==> config.mk <==
export PLATFORM = sky130hd
export DESIGN_NAME = costas_loop_filter
export DESIGN_NICKNAME = d
export VERILOG_FILES = /design/src/rtl/costas_pkg.sv /design/src/rtl/costas_phase_detector.sv /design/src/rtl/costas_loop_filter.sv
export SDC_FILE = /design/constraint.sdc
export NUM_CORES = 1
export LEC_CHECK = 0
export ABC_AREA = 1
export CORE_ASPECT_RATIO = 1.1
export CORE_UTILIZATION = 50
export CTS_BUF_LIST = sky130_fd_sc_hd__clkbuf_2 sky130_fd_sc_hd__clkbuf_4 sky130_fd_sc_hd__clkbuf_8
export DETAILED_ROUTE_END_ITERATION = 6
export HOLD_SLACK_MARGIN = 0.02
export PLACE_DENSITY_LB_ADDON = 0.08
export SYNTH_ARGS = -nofsm -noshare
export SYNTH_HDL_FRONTEND = slang
export SYNTH_SLANG_ARGS = --single-unit
==> constraint.sdc <==
create_clock -name clk_16M384 -period 7.5 [get_ports clk_16M384]
set_clock_uncertainty 0.2 [all_clocks]
set_input_delay 1.125 -clock clk_16M384 [delete_from_list [all_inputs] [get_ports clk_16M384]]
set_output_delay 1.125 -clock clk_16M384 [all_outputs]
set_load 0.01 [all_outputs]
==> src/rtl/costas_pkg.sv <==
// rtl/costas_pkg.sv - shared constants and saturation helper for the Costas loop filter
package costas_pkg;

    localparam logic MODE_BPSK = 1'b0;
    localparam logic MODE_QPSK = 1'b1;

    localparam int IN_W_DEF        = 12;
    localparam int ACC_LOG2_DEF    = 4;
    localparam int INT_W_DEF       = 20;
    localparam int LOCK_THRESH_DEF = 64;
    localparam int OUT_W           = 16;

    // Clamp x into a w-bit signed range; sym drops the most negative code.
    function automatic logic signed [31:0] sat_signed(
        input logic signed [31:0] x,
        input int unsigned        w,
        input logic               sym
    );
        logic signed [31:0] hi;
        logic signed [31:0] lo;
        hi = (32'sd1 <<< (w - 1)) - 32'sd1;
        lo = sym ? -hi : -hi - 32'sd1;
        if (x > hi)
            return hi;
        else if (x < lo)
            return lo;
        else
            return x;
    endfunction

endpackage

==> src/rtl/costas_phase_detector.sv <==
// rtl/costas_phase_detector.sv - registered BPSK/QPSK Costas phase error
module costas_phase_detector
    import costas_pkg::*;
#(
    parameter int IN_W = IN_W_DEF
) (
    input  logic                   clk,
    input  logic                   rst,
    input  logic                   clear,
    input  logic signed [IN_W-1:0] sample_i,
    input  logic signed [IN_W-1:0] sample_q,
    input  logic                   sample_valid,
    input  logic                   mode,
    output logic signed [IN_W:0]   e,
    output logic                   e_valid
);

    logic signed [IN_W:0] i_ext;
    logic signed [IN_W:0] q_ext;
    logic signed [IN_W:0] term_q;
    logic signed [IN_W:0] term_i;
    logic signed [IN_W:0] e_next;

    assign i_ext = {sample_i[IN_W-1], sample_i};
    assign q_ext = {sample_q[IN_W-1], sample_q};

    // sgn() multiplies as negate/select; zero counts as positive.
    assign term_q = sample_i[IN_W-1] ? -q_ext : q_ext;
    assign term_i = sample_q[IN_W-1] ? -i_ext : i_ext;
    assign e_next = (mode == MODE_QPSK) ? (term_q - term_i) : term_q;

    always_ff @(posedge clk) begin
        if (rst || clear) begin
            e       <= '0;
            e_valid <= 1'b0;
        end else begin
            e_valid <= sample_valid;
            if (sample_valid)
                e <= e_next;
        end
    end

endmodule

==> src/rtl/costas_loop_filter.sv <==
// rtl/costas_loop_filter.sv - Costas error, integrate-and-dump and shift-gain PI loop filter
module costas_loop_filter
    import costas_pkg::*;
#(
    parameter int IN_W        = IN_W_DEF,
    parameter int ACC_LOG2    = ACC_LOG2_DEF,
    parameter int INT_W       = INT_W_DEF,
    parameter int LOCK_THRESH = LOCK_THRESH_DEF
) (
    input  logic                    clk_16M384,
    input  logic                    rst_16M384,
    input  logic signed [IN_W-1:0]  baseband_I,
    input  logic signed [IN_W-1:0]  baseband_Q,
    input  logic                    baseband_valid,
    input  logic                    MODE,
    input  logic [1:0]              KP_SHIFT,
    input  logic [3:0]              KI_SHIFT,
    input  logic                    loop_clear,
    output logic signed [OUT_W-1:0] feedback_tdata,
    output logic                    feedback_tvalid,
    output logic                    locked
);

    localparam int ACC_W = IN_W + 1 + ACC_LOG2;
    localparam int AVG_W = IN_W + 1;

    // Input capture; MODE is frozen on the first sample of each window.
    logic signed [IN_W-1:0] in_i;
    logic signed [IN_W-1:0] in_q;
    logic                   in_valid;
    logic                   in_mode;
    logic                   mode_hold;
    logic [ACC_LOG2-1:0]    samp_cnt;
    logic                   mode_now;

    assign mode_now = (samp_cnt == '0) ? MODE : mode_hold;

    always_ff @(posedge clk_16M384) begin
        if (rst_16M384) begin
            in_i      <= '0;
            in_q      <= '0;
            in_valid  <= 1'b0;
            in_mode   <= MODE_BPSK;
            mode_hold <= MODE_BPSK;
            samp_cnt  <= '0;
        end else if (loop_clear) begin
            in_valid  <= 1'b0;
            samp_cnt  <= '0;
        end else begin
            in_valid <= baseband_valid;
            if (baseband_valid) begin
                in_i     <= baseband_I;
                in_q     <= baseband_Q;
                in_mode  <= mode_now;
                samp_cnt <= samp_cnt + 1'b1;
                if (samp_cnt == '0)
                    mode_hold <= MODE;
            end
        end
    end

    logic signed [IN_W:0] e;
    logic                 e_valid;

    costas_phase_detector #(.IN_W(IN_W)) u_pd (
        .clk          (clk_16M384),
        .rst          (rst_16M384),
        .clear        (loop_clear),
        .sample_i     (in_i),
        .sample_q     (in_q),
        .sample_valid (in_valid),
        .mode         (in_mode),
        .e            (e),
        .e_valid      (e_valid)
    );

    logic signed [ACC_W-1:0] acc;
    logic signed [ACC_W-1:0] acc_sum;
    logic signed [AVG_W-1:0] avg;
    logic                    avg_valid;
    logic [ACC_LOG2-1:0]     win_cnt;
    logic signed [INT_W-1:0] integ;
    logic signed [INT_W-1:0] integ_new;
    logic [3:0]              lock_cnt;
    logic [3:0]              lock_next;

    logic signed [31:0] avg_ext;
    logic signed [31:0] integ_sum;
    logic signed [31:0] integ_new_ext;
    logic signed [31:0] integ_shr;
    logic signed [31:0] prop;
    logic               in_lock;

    assign acc_sum = acc + {{ACC_LOG2{e[IN_W]}}, e};

    assign avg_ext       = {{(32-AVG_W){avg[AVG_W-1]}}, avg};
    assign integ_sum     = {{(32-INT_W){integ[INT_W-1]}}, integ} + avg_ext;
    assign integ_new     = INT_W'(sat_signed(integ_sum, INT_W, 1'b1));
    assign integ_new_ext = {{(32-INT_W){integ_new[INT_W-1]}}, integ_new};
    assign integ_shr     = integ_new_ext >>> KI_SHIFT;
    assign prop          = avg_ext <<< KP_SHIFT;

    assign in_lock   = (avg_ext < LOCK_THRESH) && (avg_ext > -LOCK_THRESH);
    assign lock_next = in_lock ? ((lock_cnt == 4'hF) ? 4'hF : lock_cnt + 4'h1)
                               : ((lock_cnt == 4'h0) ? 4'h0 : lock_cnt - 4'h1);

    always_ff @(posedge clk_16M384) begin
        if (rst_16M384) begin
            acc             <= '0;
            win_cnt         <= '0;
            avg             <= '0;
            avg_valid       <= 1'b0;
            integ           <= '0;
            lock_cnt        <= '0;
            locked          <= 1'b0;
            feedback_tdata  <= '0;
            feedback_tvalid <= 1'b0;
        end else if (loop_clear) begin
            // Clear beats any dump or PI update on the same edge; the last word stays on the bus.
            acc             <= '0;
            win_cnt         <= '0;
            avg_valid       <= 1'b0;
            integ           <= '0;
            lock_cnt        <= '0;
            locked          <= 1'b0;
            feedback_tvalid <= 1'b0;
        end else begin
            avg_valid       <= 1'b0;
            feedback_tvalid <= 1'b0;
            if (e_valid) begin
                if (&win_cnt) begin
                    avg       <= acc_sum[ACC_W-1:ACC_LOG2];
                    avg_valid <= 1'b1;
                    acc       <= '0;
                    win_cnt   <= '0;
                end else begin
                    acc     <= acc_sum;
                    win_cnt <= win_cnt + 1'b1;
                end
            end
            if (avg_valid) begin
                integ           <= integ_new;
                feedback_tdata  <= OUT_W'(sat_signed(prop + integ_shr, OUT_W, 1'b0));
                feedback_tvalid <= 1'b1;
                lock_cnt        <= lock_next;
                if (lock_next == 4'hF)
                    locked <= 1'b1;
                else if (lock_next == 4'h0)
                    locked <= 1'b0;
            end
        end
    end

endmodule

==> results_dict.tcl <==
set metrics [dict create \
    grt_pass1_vias 9456 \
    place_inst 1837 \
    register_area_mm2 0.00242 \
    critPathKind "flip-flop to flip-flop" \
    cts_buffer_depth 2 \
    total_power_mw 1.57 \
    status "complete, no violations" \
    cpPeakStageDelay_ns 0.63 \
    syn2layout_area_growth_pct 9.99 \
    synth_cell_types 48 \
    antenna_found_initial 0 \
    drt_iter0_drc 652 \
    synth_top_cell_area_share 0.241 \
    fin_tns_setup_ns 0 \
    drtPass1Iterations 5 \
    synth.avg_cell_area_um2 6.30 \
    numCtsBuffers 17 \
    grt_use_met2 0.492 \
    endpoint_kind "flip-flop" \
    rsz0062_at_grt "no" \
    grt_util_all_layers 0.272 \
    hold_violations 0 \
    finalSetupViolCount 0 \
    drc 0 \
    maxSlewHeadroom 0.222 \
    multiInputGateArea_mm2 0.00661 \
    yosysSeqAreaShare 0.241 \
    ir_drop_uv 112 \
    netlist_area_mm2 0.0100 \
    powerDensity_mw_per_mm2 142 \
    h-tree-depth 4 \
    floorplan.initialDensity 0.518 \
    cts_setup_buffers 0 \
    top_usage_layer "met2" \
    hp-class "flip-flop to flip-flop" \
    worstPathArrival_ns 6.83 \
    via_per_inst 5.50 \
    cp_max_fo 32 \
    clk_pin_slew_ns 0.08 \
    wl_um 27300 \
    async_flop_share 0 \
    ios 53 \
    clkSinkCount 121 \
    coreArea_mm2 0.0194 \
    grt-ovfl-total 0 \
    cp_common_cell "nand2_1" \
    portBuffers 52 \
    dieArea_mm2 0.0206 \
    ys_ff_latch 121 \
    synthCells 1593 \
    gp_congestion 0.950 \
    globalRouteMet1Util 0.331 \
    antenna_left 0 \
    slew_violations 0 \
    grt_max_degree 47 \
    final_cell_count_no_fill 1869 \
    fin_ws_ns 0.859 \
    finish.utilization 0.570 \
    fin_crit_sh 0.885 \
    synthFlopType "dfxtp_1" \
    yosysMostFrequentCell "nand2_1" \
    yosys_warnings 0 \
    routedWlPerCell_um 14.6 \
    synthTopCellsByArea "dfxtp_1 24%, nand2_1 13%, ha_1 9.4%" \
    hpwl_um 20700 \
    clk_latency_ns 0.46 \
    vias 10278 \
    yosysTopAreaCell "dfxtp_1" \
    min_period_ns 6.64 \
    filler_cell_count 1998 \
    preCtsSetupSlack_ns 0.922 \
    worst_pin_slew_ns 1.17 \
    fp.dieH_um 151 \
    drv_cap 0 \
    nNetsFinal 1723 \
    grt_pass1_wl_um 44400 \
    antenna_cells 0 \
    leakage_nw 5.22 \
    met3_usage 0.0367 \
    tritoncts "yes" \
    cts_root_buf "clkbuf_8" \
    cp-start-kind "flip-flop" \
    max_freq_mhz 151 \
    syn_nets 1707 \
    chipWidth_um 137 \
    crit_slowest_cell "nand2_1" \
    row_count 53 \
    drive_gt1_frac 0.0506 \
    crit_required_ns 7.69 \
    synth_edf_count 0 \
    synth_common_cells "346 x nand2_1, 183 x inv_1, 175 x a21oi_1" \
]
## what timing repair did
item / 4_1_cts / 5_1_grt
endpoints found under the setup margin: 0 / 14
hold endpoints to repair: 0 / 0
resized for setup: 0 / 2
hold buffers: 0 / 0
## critical path, delay by kind of cell (launching register included)
kind	cells	cell delay [ns]
AND/OR/NAND/NOR	23	3.25
adder cells (fa/ha/maj)	4	1.24
AO/OA/AOI/OAI	3	0.66
flip-flops	1	0.47
buffers and inverters	5	0.40
XOR/XNOR	2	0.32
## cell usage in the layout (no fill, tap or decap), types with 4 or more instances in the layout
master,instances
nand4_1,12
a21oi_2,4
nand2_2,9
nand2_1,345
o21bai_1,7
nor2_1,136
a21oi_1,175
buf_4,5
or2_2,9
nor3_1,20
clkbuf_8,18
xor2_1,38
inv_2,8
inv_1,183
ha_1,75
nand3b_1,6
xnor2_1,19
nor4_1,7
nand3_2,4
clkinv_1,7
fa_1,4
o21ai_1,9
o21ai_0,130
o211ai_1,20
a31oi_1,6
a21o_1,4
nand3_1,146
dfxtp_1,120
clkinv_2,4
clkdlybuf4s50_1,52
## metal layers
layer / up-vias / share of wire
met1: 4706 / 0.45
met3: 42 / 0.036
li1: 5329 / -
met4: 0 / 0.021
met5: - / 0
met2: 201 / 0.49
## cell families (layout without fill, tap and decap cells)
family	Yosys count	in the layout	share of synthesized area
compound gates	379	379	0.207
simple gates	698	698	0.297
xor+xnor	58	58	0.0525
fa+ha+maj	79	79	0.101
flops	121	121	0.241
buf+inv	258	287	0.101
## final timing paths
kind | endpoint | slack (ns) | start | cells past startpoint
max | feedback_tdata[0] | 0.86 | avg[0] | 37
max reg2reg | feedback_tdata[0] | 0.86 | avg[0] | 37
min | acc[14] | 0.27 | acc[14] | 2
min reg2reg | acc[14] | 0.27 | acc[14] | 2
## metrics by stage
stage / instance area, um2 / hold WS, ns
floorplan: 10000 / 0.249
global placement: 10600 / 0.256
detailed placement: 10600 / 0.259
CTS: 11000 / 0.271
global route: 11000 / 0.294
finish: 11000 / 0.270
## sequential cells by signal, summed over array words and instances, names as in the netlist
register and count:
in_valid 1, integ 20, win_cnt 4, feedback_tvalid 1
locked 1, samp_cnt 4, avg 13, acc 17
feedback_tdata 16, lock_cnt 4, in_i 12, u_pd.e_valid 1
in_q 12, avg_valid 1, u_pd.e 13, mode_hold 1
## report_power, final
part	total, mW	switching (mW)	internal [mW]	leakage (nW)
Combinational	0.299	0.185	0.114	4.04
Clock	0.606	0.301	0.305	0.196
Sequential	0.666	0.0131	0.653	0.981
## layout make-up
type                    count  share of cell area
well taps                 247              0.0280
clock buffers              18              0.0224
inverters                 198              0.0673
multi-input cells        1214               0.599
repair buffers             57              0.0506
clock inverters            14              0.0133
flip-flops and latches    121               0.220
Note: power is estimated with default switching activity, not from simulation.
